**src/rtl/crc_sync_fifo.sv**
```systemverilog
// crc_sync_fifo: parametrised synchronous FIFO with fill count, thresholds, show-ahead and sticky error flags
module crc_sync_fifo #(
    parameter int WIDTH     = 8,
    parameter int DEPTH     = 16,
    parameter int AW        = 4,
    parameter int SHOWAHEAD = 0,
    parameter int AF_LEVEL  = 14,
    parameter int AE_LEVEL  = 2
) (
    input  logic             clock,
    input  logic             sclr,
    input  logic [WIDTH-1:0] data,
    input  logic             wrreq,
    input  logic             rdreq,
    output logic [WIDTH-1:0] q,
    output logic             empty,
    output logic             full,
    output logic             almost_empty,
    output logic             almost_full,
    output logic [AW:0]      usedw,
    output logic             overflow,
    output logic             underflow
);
    logic [WIDTH-1:0] mem_q [DEPTH];
    logic [AW-1:0]    wr_ptr_q, wr_ptr_d, rd_ptr_q, rd_ptr_d;
    logic [AW:0]      cnt_q, cnt_d;
    logic             ovf_q, ovf_d, udf_q, udf_d;
    logic [WIDTH-1:0] q_q, q_d;
    logic             wr_en, rd_en;
    always_comb begin
        empty        = cnt_q == '0;
        full         = cnt_q == (AW+1)'(DEPTH);
        almost_empty = cnt_q <= (AW+1)'(AE_LEVEL);
        almost_full  = cnt_q >= (AW+1)'(AF_LEVEL);
        wr_en        = wrreq && !full;
        rd_en        = rdreq && !empty;
        wr_ptr_d     = sclr ? '0 : wr_ptr_q + AW'(wr_en);
        rd_ptr_d     = sclr ? '0 : rd_ptr_q + AW'(rd_en);
        cnt_d        = sclr ? '0 : cnt_q + (AW+1)'(wr_en) - (AW+1)'(rd_en);
        ovf_d        = !sclr && (ovf_q || (wrreq && full));
        udf_d        = !sclr && (udf_q || (rdreq && empty));
        q_d          = sclr ? '0 : rd_en ? mem_q[rd_ptr_q] : q_q;
        usedw        = cnt_q;
        overflow     = ovf_q;
        underflow    = udf_q;
        q            = SHOWAHEAD != 0 ? (empty ? '0 : mem_q[rd_ptr_q]) : q_q;
    end
    always_ff @(posedge clock) begin
        if (wr_en && !sclr) mem_q[wr_ptr_q] <= data;
    end
    always_ff @(posedge clock) begin
        if (sclr) begin
            wr_ptr_q <= '0;
            rd_ptr_q <= '0;
            cnt_q    <= '0;
            ovf_q    <= 1'b0;
            udf_q    <= 1'b0;
            q_q      <= '0;
        end else begin
            wr_ptr_q <= wr_ptr_d;
            rd_ptr_q <= rd_ptr_d;
            cnt_q    <= cnt_d;
            ovf_q    <= ovf_d;
            udf_q    <= udf_d;
            q_q      <= q_d;
        end
    end
endmodule

```
**config.mk**
```make
export PLATFORM = sky130hd
export DESIGN_NAME = crc_sync_fifo
export DESIGN_NICKNAME = d
export VERILOG_FILES = /design/src/rtl/crc_sync_fifo.sv
export SDC_FILE = /design/constraint.sdc
export NUM_CORES = 1
export LEC_CHECK = 0
export CAP_MARGIN = 20
export CELL_PAD_IN_SITES_DETAIL_PLACEMENT = 1
export CELL_PAD_IN_SITES_GLOBAL_PLACEMENT = 1
export CORE_ASPECT_RATIO = 2
export CORE_MARGIN = 8
export CORE_UTILIZATION = 40
export CTS_CLUSTER_SIZE = 24
export DETAILED_ROUTE_END_ITERATION = 8
export HOLD_SLACK_MARGIN = 0.15
export PLACE_DENSITY = 0.75
export SETUP_SLACK_MARGIN = 0.1
export SLEW_MARGIN = 25
export SYNTH_ARGS = -nofsm -noshare
export SYNTH_HDL_FRONTEND = slang
export SYNTH_SLANG_ARGS = --single-unit
```
**constraint.sdc**
```tcl
create_clock -name clock -period 2.42 [get_ports clock]
set_clock_uncertainty 0.1 [all_clocks]
set_input_delay 0.484 -clock clock [delete_from_list [all_inputs] [get_ports clock]]
set_output_delay 0.484 -clock clock [all_outputs]
set_load 0.01 [all_outputs]
```
# Word-level counts from Yosys, hierarchy flattened
# Memory sizes are Yosys's and may differ from the RTL's. A register that Yosys moved wholly into a read port is not among the register bits.
# Index checks and enable logic that the tools add are counted.
# W data, S select, Z words.
# totals
word_cells	28
inputBits	12
reg_bits	15
mem_bits_rw	128
out_inout_bits	19
mem_count	1
# op_classes
addsub	4
n_eq_ne	1
muxes	2
reduce_logical	13
magnitude_cmp	2
# memory_table
name	words	word_bits	read_ports	rd_clocked_by_memory_dff	wr	line_no	source
mem_q	16	8	1	1	1	24	logic [WIDTH-1:0] mem_q [DEPTH];
# ops
op	n
$add A4 B1 Y4	2
$logic_and A1 B1 Y1	7
$add A5 B1 Y5	1
$eq A5 B5 Y1 const B	1
$ge A5 B4 Y1 const B	1
$le A5 B2 Y1 const B	1
$logic_not A5 Y1	1
$sub A5 B1 Y5	1
$logic_not A1 Y1	3
$logic_or A1 B1 Y1	2
$mux W1	2

# Depth between registers and ports, before layout
# Gate-level depths: netlist of the first run.
# depth
word_depth	6
depth_mapped	14
ltp_nobuf	14

# Worst setup path before layout of the first run
# OpenSTA, ideal clock, no wires.
# synth_path
path_kind	register to register
from	register cnt_q[2], in the netlist usedw[2]
to	register cnt_q[4], in the netlist usedw[4]
period_less_slack_ns	2.654
required_time_ns	2.192
setup_time_ns	0.128
t_arrival_ns	2.426
path_stages_with_launch	15
setup_slack_ns	-0.234
n_path_buf	1
cell_sequence	dfxtp_1 > inv_1 > ha_1 > or4b_4 > nand2_1 > buf_2 > nand2_1 > nand2_1 > ha_1 > inv_1 > fa_1 > o21bai_1 > a21oi_1 > xnor2_1 > nor2_1
# synth_via
elab_chain_cells	5
word_cells_on_any_way	8
classes_between	add/sub (2); eq/ne (1); reduce/logical (5)
# synth_rtl
item	line_no	source
start: declaration	26	logic [AW:0] cnt_q, cnt_d;
start signal: assignment	62	cnt_q <= cnt_d;
$eq A5 B5 Y1	32	full = cnt_q == (AW+1)'(DEPTH);
$logic_not A1 Y1	35	wr_en = wrreq && !full;
$logic_and A1 B1 Y1	35	
$add A5 B1 Y5	39	cnt_d = sclr ? '0 : cnt_q + (AW+1)'(wr_en) - (AW+1)'(rd_en);
$sub A5 B1 Y5 (*)	39	
# Mark *: on every way between the ends. The rest lies on a longest branch, timed or not.
# A chain may end at the register's enable or synchronous reset.

# Final worst setup path of the first run
# layout_path
from	register cnt_q[2], in the netlist usedw[2]
to	memory mem_q[2][6] (enable)
# layout_via
elab_chain_cells	6
# layout_rtl
item	line_no	source
$eq A5 B5 Y1	32	
$logic_not A1 Y1	35	
$logic_and A1 B1 Y1	35	
$logic_and A1 B1 Y1	49	if (wr_en && !sclr) mem_q[wr_ptr_q] <= data;
$mux W1	49	
$mux W1 (implied by the code)	49	
end: declaration	24	
# Every way passes these cells.

==> flow_summary.toml, run 1 <==
[outcome]
outcome = "finished, violations left"
violations = "setup timing"

[setup_path]
cp.required_ns = 2.45
reg2regPathDepth = 9
worstSetupEndpointType = "register"
worst_setup_path_start_kind = "register"
reg2reg_slack_ns = -0.01
crit_type = "reg -> reg"
path_max_fanout = 8
cp.arrival_ns = 2.46
r2r-end = "mem_q[2][6]"
r2r_start = "usedw[2]"

[floorplan]
fp.coreArea_um2 = 15200
ios = 31
die_y_um = 192
die_area_um2 = 19900
start_util = 0.406
die_w_um = 104
core.rowCount = 64

[timing]
worst_slack_ns = -0.00988
worst_slew_pin_slew_ns = 0.649
hold_viol_final = 0
rsz0062_at_grt = "yes"
min_period_ns = 2.43
slew_viol_final = 0
fmax_mhz = 412
setup_violations = 16
timing.final.crit_share = 1.00
hold_ws_ns = 0.392
slew-limit-headroom = 0.566

[hold_path]
hold_path_class = "reg -> reg"
worstHoldEndpoint = "underflow"
hold_start = "underflow"
hold_depth = 2

[placement]
dp_hpwl_mm = 9.86
dp_slack_ns = -0.129
io_buffers = 30
routabilityCongestion = 0.735

[synth]
synth-seq-cells = 151
synth_cells = 327
synth_seq_area_share = 0.696
synth_warnings = 0
synth_nets = 352
yosysUniqueCellTypes = 37
syn_area_um2 = 6180
synth_top_area_frac = 0.622
async_flop_share = 0
yosysTopAreaCell = "edfxtp_1"
yosys-top-cells-area = "edfxtp_1, mux4_1, dfxtp_1, mux2i_1, ha_1"
synth_ff_type = "edfxtp_1"
syn_avg_cell_area_um2 = 18.9
synth-edff-count = 128

[detailed_routing]
viasPerCell = 5.30
drt-pass1-iter-count = 4
drtIter0Drc = 145
post-route-drc-count = 0
wl_mm = 14.1
postRouteAntennaNets = 0
wl_per_cell_um = 22.8
vias = 3292

[layout]
num-nets-final = 435
syn_to_final_growth_pct = 27.8
seq_area_um2 = 4310
multi_input_area_um2 = 1870
final_layout_size_suffix_gt1_frac = 0.300
layout_commonest_cell = "edfxtp_1"
antennaDiodeCount = 0
final_cell_mix = "edfxtp_1, buf_4, mux4_1"
n_fill_cell = 1418

[clock_tree]
cts.clk_slew.worst_paths_ns = 0.06
cts_tree = "done"
clk_latency_ns = 0.42
clockBufferDepth = 2
root_buffer = "clkbuf_16"
htree_levels = 4
clkSinkCount = 151
cts_buffers = 17

[global_route]
antenna_found_initial = 0
grt_max_degree = 34
grt_pass1_wl_mm = 21.3
grt_overflow = 0
grt.total_usage = 0.146
first_global_vias = 3640

[power]
p_per_area_nw_per_um2 = 935
p_leak_nw = 2.67
total_power_mw = 7.39
vdd_drop_max_v = 0.000708

[job]
maxCapViolCount = 0
## metal layers
| metal | vias up | global-route usage | wire length [um] |
|---|---|---|---|
| li1 | 1483 | - | - |
| met1 | 1693 | 0.143 | 5210 |
| met2 | 85 | 0.277 | 8000 |
| met3 | 31 | 0.0296 | 394 |
| met4 | 0 | 0.0886 | 528 |
| met5 | - | 0 | 0 |
## worst max-delay path: stages (launching register included)
cell	delay, ns
dfxtp_2	0.34
inv_2	0.05
ha_4	0.16
buf_6	0.11
and4bb_4	0.20
nand2b_4	0.18
buf_6	0.13
or4b_4	0.55
nor3_4	0.18
buf_12	0.16
## how the worst max path moves through the flow
stage             start           to  slack (ns)  cells past startpoint
2_1_floorplan  usedw[2]     usedw[4]       -0.06                     14
3_3_place_gp      wrreq  mem_q[4][3]       -0.07                      5
3_5_place_dp       sclr  mem_q[4][3]       -0.13                      4
4_1_cts        usedw[3]     usedw[4]       -0.03                     13
5_1_grt        usedw[2]     usedw[4]       -0.09                     13
6_report       usedw[2]  mem_q[2][6]       -0.01                      9
## registers in the layout (all words and copies together) (netlist names)
signal	cells
mem_q	128
q	8
usedw	5
rd_ptr_q	4
wr_ptr_q	4
overflow	1
underflow	1
## power by group
part           leakage (nW)  switching, mW  internal, mW  total (mW)
clock                 0.290           1.03          1.56        2.59
sequential             1.34          0.104          2.97        3.08
combinational          1.04          0.796         0.922        1.72
## Yosys cell counts (2+ instances only)
cell,instances
o21bai_1,2
o221ai_1,8
nor3_1,2
inv_1,11
or3_1,2
a21oi_1,4
clkbuf_1,6
buf_6,2
buf_2,6
nand3b_1,8
dfxtp_1,23
nor3_2,2
mux4_2,4
mux2i_1,16
or4b_4,3
nand2_1,8
xor2_1,2
ha_1,12
nor2b_1,4
nand2b_1,2
mux4_1,28
edfxtp_1,128
nor2_1,24
and2_1,2
xnor2_1,6
## repair_timing
action,CTS,global route
hold endpoints to repair,0,0
setup endpoints to repair,74,103
pin swaps,7,16
hold buffers,0,0
setup buffers,4,7
resized for setup,25,30
## layout make-up
class	instances	area share
inverter	11	0.00554
sequential	151	0.545
clock inverter	13	0.0187
tap	198	0.0314
timing repair buffer	82	0.106
multi-input combinational	147	0.237
clock buffer	19	0.0561
## stage by stage
stage | setup TNS (ns) | std cells | utilization | instance area (um2)
2_1_floorplan | -0.0612 | 327 | - | 6240
6_report | -0.120 | 621 | 0.519 | 7900
3_5_place_dp | -1.39 | 579 | 0.465 | 7070
4_1_cts | -0.0316 | 615 | 0.509 | 7740
3_3_place_gp | -0.526 | 579 | 0.465 | 7070
5_1_grt | -1.87 | 621 | 0.519 | 7900
## kinds of logic (layout without fill, tap and decap cells)
family / Yosys count / in the layout / synth area share
and+or+nand+nor: 63 / 63 / 0.0607
DFF: 151 / 151 / 0.696
adders and majority gates: 13 / 13 / 0.0275
muxes: 48 / 48 / 0.159
xor gates and xnor gates: 8 / 8 / 0.0113
buffers and inverters: 29 / 125 / 0.0265
AOI/OAI and AO/OA: 15 / 15 / 0.0184
(Power assumes the default switching activity.)
==> run 2: changes to the inputs <==
--- a/config.mk
+++ b/config.mk
@@ -10,11 +10,11 @@
 export CELL_PAD_IN_SITES_GLOBAL_PLACEMENT = 1
 export CORE_ASPECT_RATIO = 2
 export CORE_MARGIN = 8
-export CORE_UTILIZATION = 40
+export CORE_UTILIZATION = 50
 export CTS_CLUSTER_SIZE = 24
 export DETAILED_ROUTE_END_ITERATION = 8
 export HOLD_SLACK_MARGIN = 0.15
-export PLACE_DENSITY = 0.75
+export PLACE_DENSITY = 0.85
 export SETUP_SLACK_MARGIN = 0.1
 export SLEW_MARGIN = 25
 export SYNTH_ARGS = -nofsm -noshare
==> constraint.sdc (replaced) <==
create_clock -name clock -period 2.65 [get_ports clock]
set_clock_uncertainty 0.1 [all_clocks]
set_input_delay 0.53 -clock clock [delete_from_list [all_inputs] [get_ports clock]]
set_output_delay 0.53 -clock clock [all_outputs]
set_load 0.01 [all_outputs]
==> run 2 against run 1 <==
  * Total power down 11%
  * Maximum frequency is 4.7% lower
  * Largest power group unchanged
  * Die area down 18%
  * Sequential cell count did not move
  * The run now ends clean
==> flow_summary.toml, run 2 (synthesized netlist as in run 1, its figures left out) <==
[clock_tree]
clockBufferDepth = 2
cts_buffers = 17
clk_latency_ns = 0.43
cts.clk_slew.worst_paths_ns = 0.07
htree_levels = 4
root_buffer = "clkbuf_16"
hold_buffers = 0
cts_tree = "done"
clkSinkCount = 151

[power]
total_power_mw = 6.55
vdd_drop_max_v = 0.000639
p_comb_frac = 0.200
intPower_mw = 4.72
p_clk_frac = 0.367
pwr-share-seq = 0.433
p_sw_frac = 0.279
p_leak_nw = 2.55
p_per_area_nw_per_um2 = 879
power.switching_mw = 1.83

[detailed_routing]
met2WireLength_mm = 8.17
postRouteAntennaNets = 0
post-route-drc-count = 0
wl_per_cell_um = 26.3
wl_met1_mm = 5.30
wl_met3_um = 687
viasPerCell = 6.00
drt-pass1-iter-count = 6
drtIter0Drc = 237
top_layer_used = "met4"
wl_mm = 14.6
vias = 3326

[layout]
multi_input_area_um2 = 1740
final_layout_size_suffix_gt1_frac = 0.226
layout_commonest_cell = "edfxtp_1"
largest_reg_flops = 128
syn_to_final_growth_pct = 20.5
num-nets-final = 419
seq_area_um2 = 4310
final_cell_mix = "edfxtp_1, buf_4, mux4_1, clkdlybuf4s50_1, nor2_1"
n_fill_cell = 1054
stdcell_area_um2 = 7450
regMostFlops = "mem_q"
antennaDiodeCount = 0

[setup_path]
worst_setup_path_start_kind = "register"
reg2reg_slack_ns = 0.10
path_max_fanout = 4
cp.required_ns = 2.86
worstSetupEndpointType = "register"
cp.arrival_ns = 2.76
worstSetupStartpoint = "usedw[3]"
crit_end = "usedw[4]"
r2r_start = "usedw[3]"
r2r-end = "usedw[4]"
reg2regPathDepth = 13
crit_type = "reg -> reg"

[floorplan]
ios = 31
die_y_um = 173
die_area_um2 = 16400
start_util = 0.510
fp.coreArea_um2 = 12100
core.rowCount = 57
die_w_um = 94.6

[timing]
timing.final.crit_share = 0.962
worst_slew_pin_slew_ns = 0.612
setup_violations = 0
worst_slack_ns = 0.100
rsz0062_at_grt = "yes"
fmax_mhz = 392
hold_viol_final = 0
fin_tns_setup_ns = 0
slew-limit-headroom = 0.590
slew_viol_final = 0
min_period_ns = 2.55

[placement]
io_buffers = 30
routabilityCongestion = 0.801
dp_hpwl_mm = 9.21
dp_slack_ns = 0.0243
post_dp_cell_area_um2 = 6780

[global_route]
first_global_vias = 3629
grt_pass1_wl_mm = 21.5
grt.total_usage = 0.185
grt_max_degree = 35
grt_overflow = 0
antenna_found_initial = 0

[outcome]
outcome = "completed"

[job]
maxCapViolCount = 0

[hold_path]
hold_path_class = "reg -> reg"
run 2: cell count changes in the layout (fill, tap and decap cells not counted), moves of 4 or more:
cell,before,now
clkinv_4,6,2
nor2_4,7,0
nor2_1,14,24
inv_8,0,4
buf_6,16,0
buf_4,29,35
buf_12,8,1
run 2: how the worst min path moves through the flow:
stage              start   endpoint  slack [ns]  cells past startpoint
6_report       underflow  underflow        0.38                      2
5_1_grt         overflow   overflow        0.39                      2
4_1_cts         overflow   overflow        0.38                      2
3_5_place_dp    overflow   overflow        0.36                      2
3_3_place_gp    overflow   overflow        0.35                      2
2_1_floorplan   overflow   overflow        0.40                      2
run 2: critical path, stage by stage (launching register included):
cell and delay (ns):
dfxtp_2 0.33, inv_2 0.07, ha_4 0.14, or4b_4 0.49, nand2_2 0.09, nand2_1 0.05
nand2_1 0.07, ha_2 0.19, inv_2 0.04, fa_2 0.34, o21bai_1 0.21, a21oi_2 0.10
xnor2_1 0.16, nor2_1 0.06
run 2: stage by stage:
step	cells	utilization	hold slack [ns]
after floorplan	327	-	0.402
after global placement	514	0.559	0.346
after detailed placement	514	0.559	0.363
after CTS	549	0.611	0.381
after global routing	554	0.615	0.394
final	554	0.615	0.376
run 2: final cells by class:
| type | count | share of cell area |
|---|---|---|
| Sequential cell | 151 | 0.578 |
| Timing Repair Buffer | 66 | 0.0779 |
| Clock buffer | 18 | 0.0576 |
| Inverter | 11 | 0.00588 |
| Clock inverter | 14 | 0.0215 |
| Tap cell | 147 | 0.0247 |
| Multi-Input combinational cell | 147 | 0.234 |
run 2: routing by layer:
layer / up-vias / track usage
li1: 1454 / -
met1: 1730 / 0.193
met2: 117 / 0.325
met3: 25 / 0.0499
met4: 0 / 0.0931
met5: - / 0
run 2: power by group through the flow:
stage	Combinational [mW]	Sequential [mW]	Clock [mW]
after global placement	1.13	2.87	0
after CTS	1.25	2.83	2.45
after global routing	1.40	2.85	2.53
after detailed placement	1.19	2.88	0
after floorplan	0.655	2.88	0
final	1.31	2.84	2.41
run 2: timing repair:
| action | CTS | global route |
|---|---|---|
| resized for setup | 7 | 5 |
| endpoints found under the setup margin | 3 | 2 |
| buffers inserted | 3 | 5 |
| cloned | 0 | 0 |
| pin swaps | 3 | 9 |
==> run 3: changes to the inputs <==
--- a/config.mk
+++ b/config.mk
@@ -10,11 +10,11 @@
 export CELL_PAD_IN_SITES_GLOBAL_PLACEMENT = 1
 export CORE_ASPECT_RATIO = 2
 export CORE_MARGIN = 8
-export CORE_UTILIZATION = 50
+export CORE_UTILIZATION = 52
 export CTS_CLUSTER_SIZE = 24
 export DETAILED_ROUTE_END_ITERATION = 8
 export HOLD_SLACK_MARGIN = 0.15
-export PLACE_DENSITY = 0.85
+export PLACE_DENSITY = 0.88
 export SETUP_SLACK_MARGIN = 0.1
 export SLEW_MARGIN = 25
 export SYNTH_ARGS = -nofsm -noshare
==> run 3 against run 2 <==
  * Clock-buffer cell count decreased by 1
  * Die area decreased by 3.4%
  * Non-clock buffer count decreased by 6
  * Total power increased by 1.7%
  * Combinational power about the same
  * Core utilization increased by 2.1 points
  * Global-route usage decreased by 0.093 points
  * Register-to-register slack improved by 0.02 ns
  * Via count decreased by 4.1%
  * Worst setup slack improved by 0.016 ns
  * Design area decreased by 0.17%
  * Sequential cell count unchanged
  * Largest cell class unchanged
==> flow_summary.toml, run 3 (synthesized netlist as in run 1, its figures left out) <==
[outcome]
outcome = "completed"

[global_route]
grt_overflow = 0
grt.total_usage = 0.184
antenna_found_initial = 0
grt_max_degree = 35
grt_pass1_wl_mm = 20.6
first_global_vias = 3489

[layout]
fin_util = 0.636
regMostFlops = "mem_q"
syn_to_final_growth_pct = 20.3
final_layout_size_suffix_gt1_frac = 0.219
largest_reg_flops = 128
layout_commonest_cell = "edfxtp_1"
stdcell_count = 546
num-nets-final = 413
antennaDiodeCount = 0
seq_area_um2 = 4310
n_fill_cell = 971
final_cell_mix = "edfxtp_1, buf_4, mux4_1, clkdlybuf4s50_1, nor2_1"
multi_input_area_um2 = 1760

[setup_path]
worstSetupEndpointType = "register"
path_max_fanout = 4
reg2regPathDepth = 13
crit_type = "reg -> reg"
worst_setup_path_start_kind = "register"
cp.required_ns = 2.87
cp.arrival_ns = 2.75

[hold_path]
hold_path_class = "reg -> reg"
hold_depth = 2

[power]
intPower_mw = 4.89
p_per_area_nw_per_um2 = 895
vdd_drop_max_v = 0.000692
p_sw_frac = 0.267
power.switching_mw = 1.78
p_comb_frac = 0.198
p_leak_nw = 2.52
total_power_mw = 6.66
pwr-share-seq = 0.424
p_clk_frac = 0.378

[detailed_routing]
drt-pass1-iter-count = 4
wl_per_cell_um = 25.1
post-route-drc-count = 0
drtIter0Drc = 145
viasPerCell = 5.84
wl_mm = 13.7
postRouteAntennaNets = 0
vias = 3189

[placement]
dp_hpwl_mm = 8.93
dp_slack_ns = -0.0248
routabilityCongestion = 0.789
io_buffers = 30
place_inst = 508

[clock_tree]
clockBufferDepth = 2
clkSinkCount = 151
htree_levels = 4
clk_latency_ns = 0.42
hold_buffers = 0
cts.clk_slew.worst_paths_ns = 0.07
cts_tree = "done"
cts_buffers = 17
root_buffer = "clkbuf_16"

[floorplan]
core.rowCount = 56
die_area_um2 = 15800
fp.coreArea_um2 = 11700
ios = 31
start_util = 0.528
die_y_um = 170
die_w_um = 93.1

[timing]
timing.final.crit_share = 0.956
fmax_mhz = 395
worst_slack_ns = 0.116
slew-limit-headroom = 0.564
setup_violations = 0
slew_viol_final = 0
worst_slew_pin_slew_ns = 0.652
min_period_ns = 2.53
hold_viol_final = 0
rsz0062_at_grt = "yes"
hold_ws_ns = 0.388

[job]
maxCapViolCount = 0
## run 3: changes by cell type in the layout (fill, tap and decap cells not counted), sizes merged
cell	before	now
inv	20	19
buf	36	30
clkinvlp	1	3
clkinv	3	1
bufinv	1	3
clkbuf	18	17
## run 3: path summary, 6_finish.rpt
path	to	slack [ns]	startpoint
worst max register to register	usedw[4]	0.12	usedw[3]
worst max-delay path	usedw[4]	0.12	usedw[3]
worst min register to register	overflow	0.39	overflow
worst min-delay path	overflow	0.39	overflow
## run 3: power groups by stage
| stage | sequential (mW) | combinational, mW | clock, mW |
|---|---|---|---|
| after CTS | 2.82 | 1.22 | 2.56 |
| after global routing | 2.84 | 1.43 | 2.62 |
| after floorplan | 2.88 | 0.655 | 0 |
| after detailed placement | 2.87 | 1.20 | 0 |
| final | 2.83 | 1.32 | 2.52 |
| after global placement | 2.86 | 1.13 | 0 |
## run 3: layout make-up
class	instances	share of cell area
sequential	151	0.579
timing repair buffer	60	0.0720
multi-input combinational	147	0.236
clock inverter	15	0.0252
inverter	11	0.00589
tap	145	0.0244
clock buffer	17	0.0572
## run 3: metal layers
metal / up-vias / track usage / share of wire
li1: 1435 / - / -
met1: 1647 / 0.193 / 0.37
met2: 75 / 0.327 / 0.56
met3: 32 / 0.0402 / 0.030
met4: 0 / 0.108 / 0.034
met5: - / 0 / 0
## run 3: timing repair
action                     4_1_cts  5_1_grt
gates resized for setup          6        8
pin swaps                        2        7
cloned                           0        0
buffers inserted                 0        6
setup endpoints to repair        3        2
## run 3: through the flow
stage                     area [um2]  TNS, ns
after floorplan                 6200        0
after global placement          6740        0
after detailed placement        6740  -0.0248
after CTS                       7370        0
after global routing            7440        0
final                           7440        0
## run 3: critical path: stages, from the launching register on
cell,delay [ns]
dfxtp_2,0.33
inv_2,0.09
ha_4,0.15
or4b_4,0.50
nand2_2,0.09
nand2_1,0.07
nand2_1,0.06
ha_2,0.19
inv_2,0.04
fa_2,0.38
o21bai_4,0.13
a21oi_2,0.07
xnor2_1,0.15
nor2_1,0.05
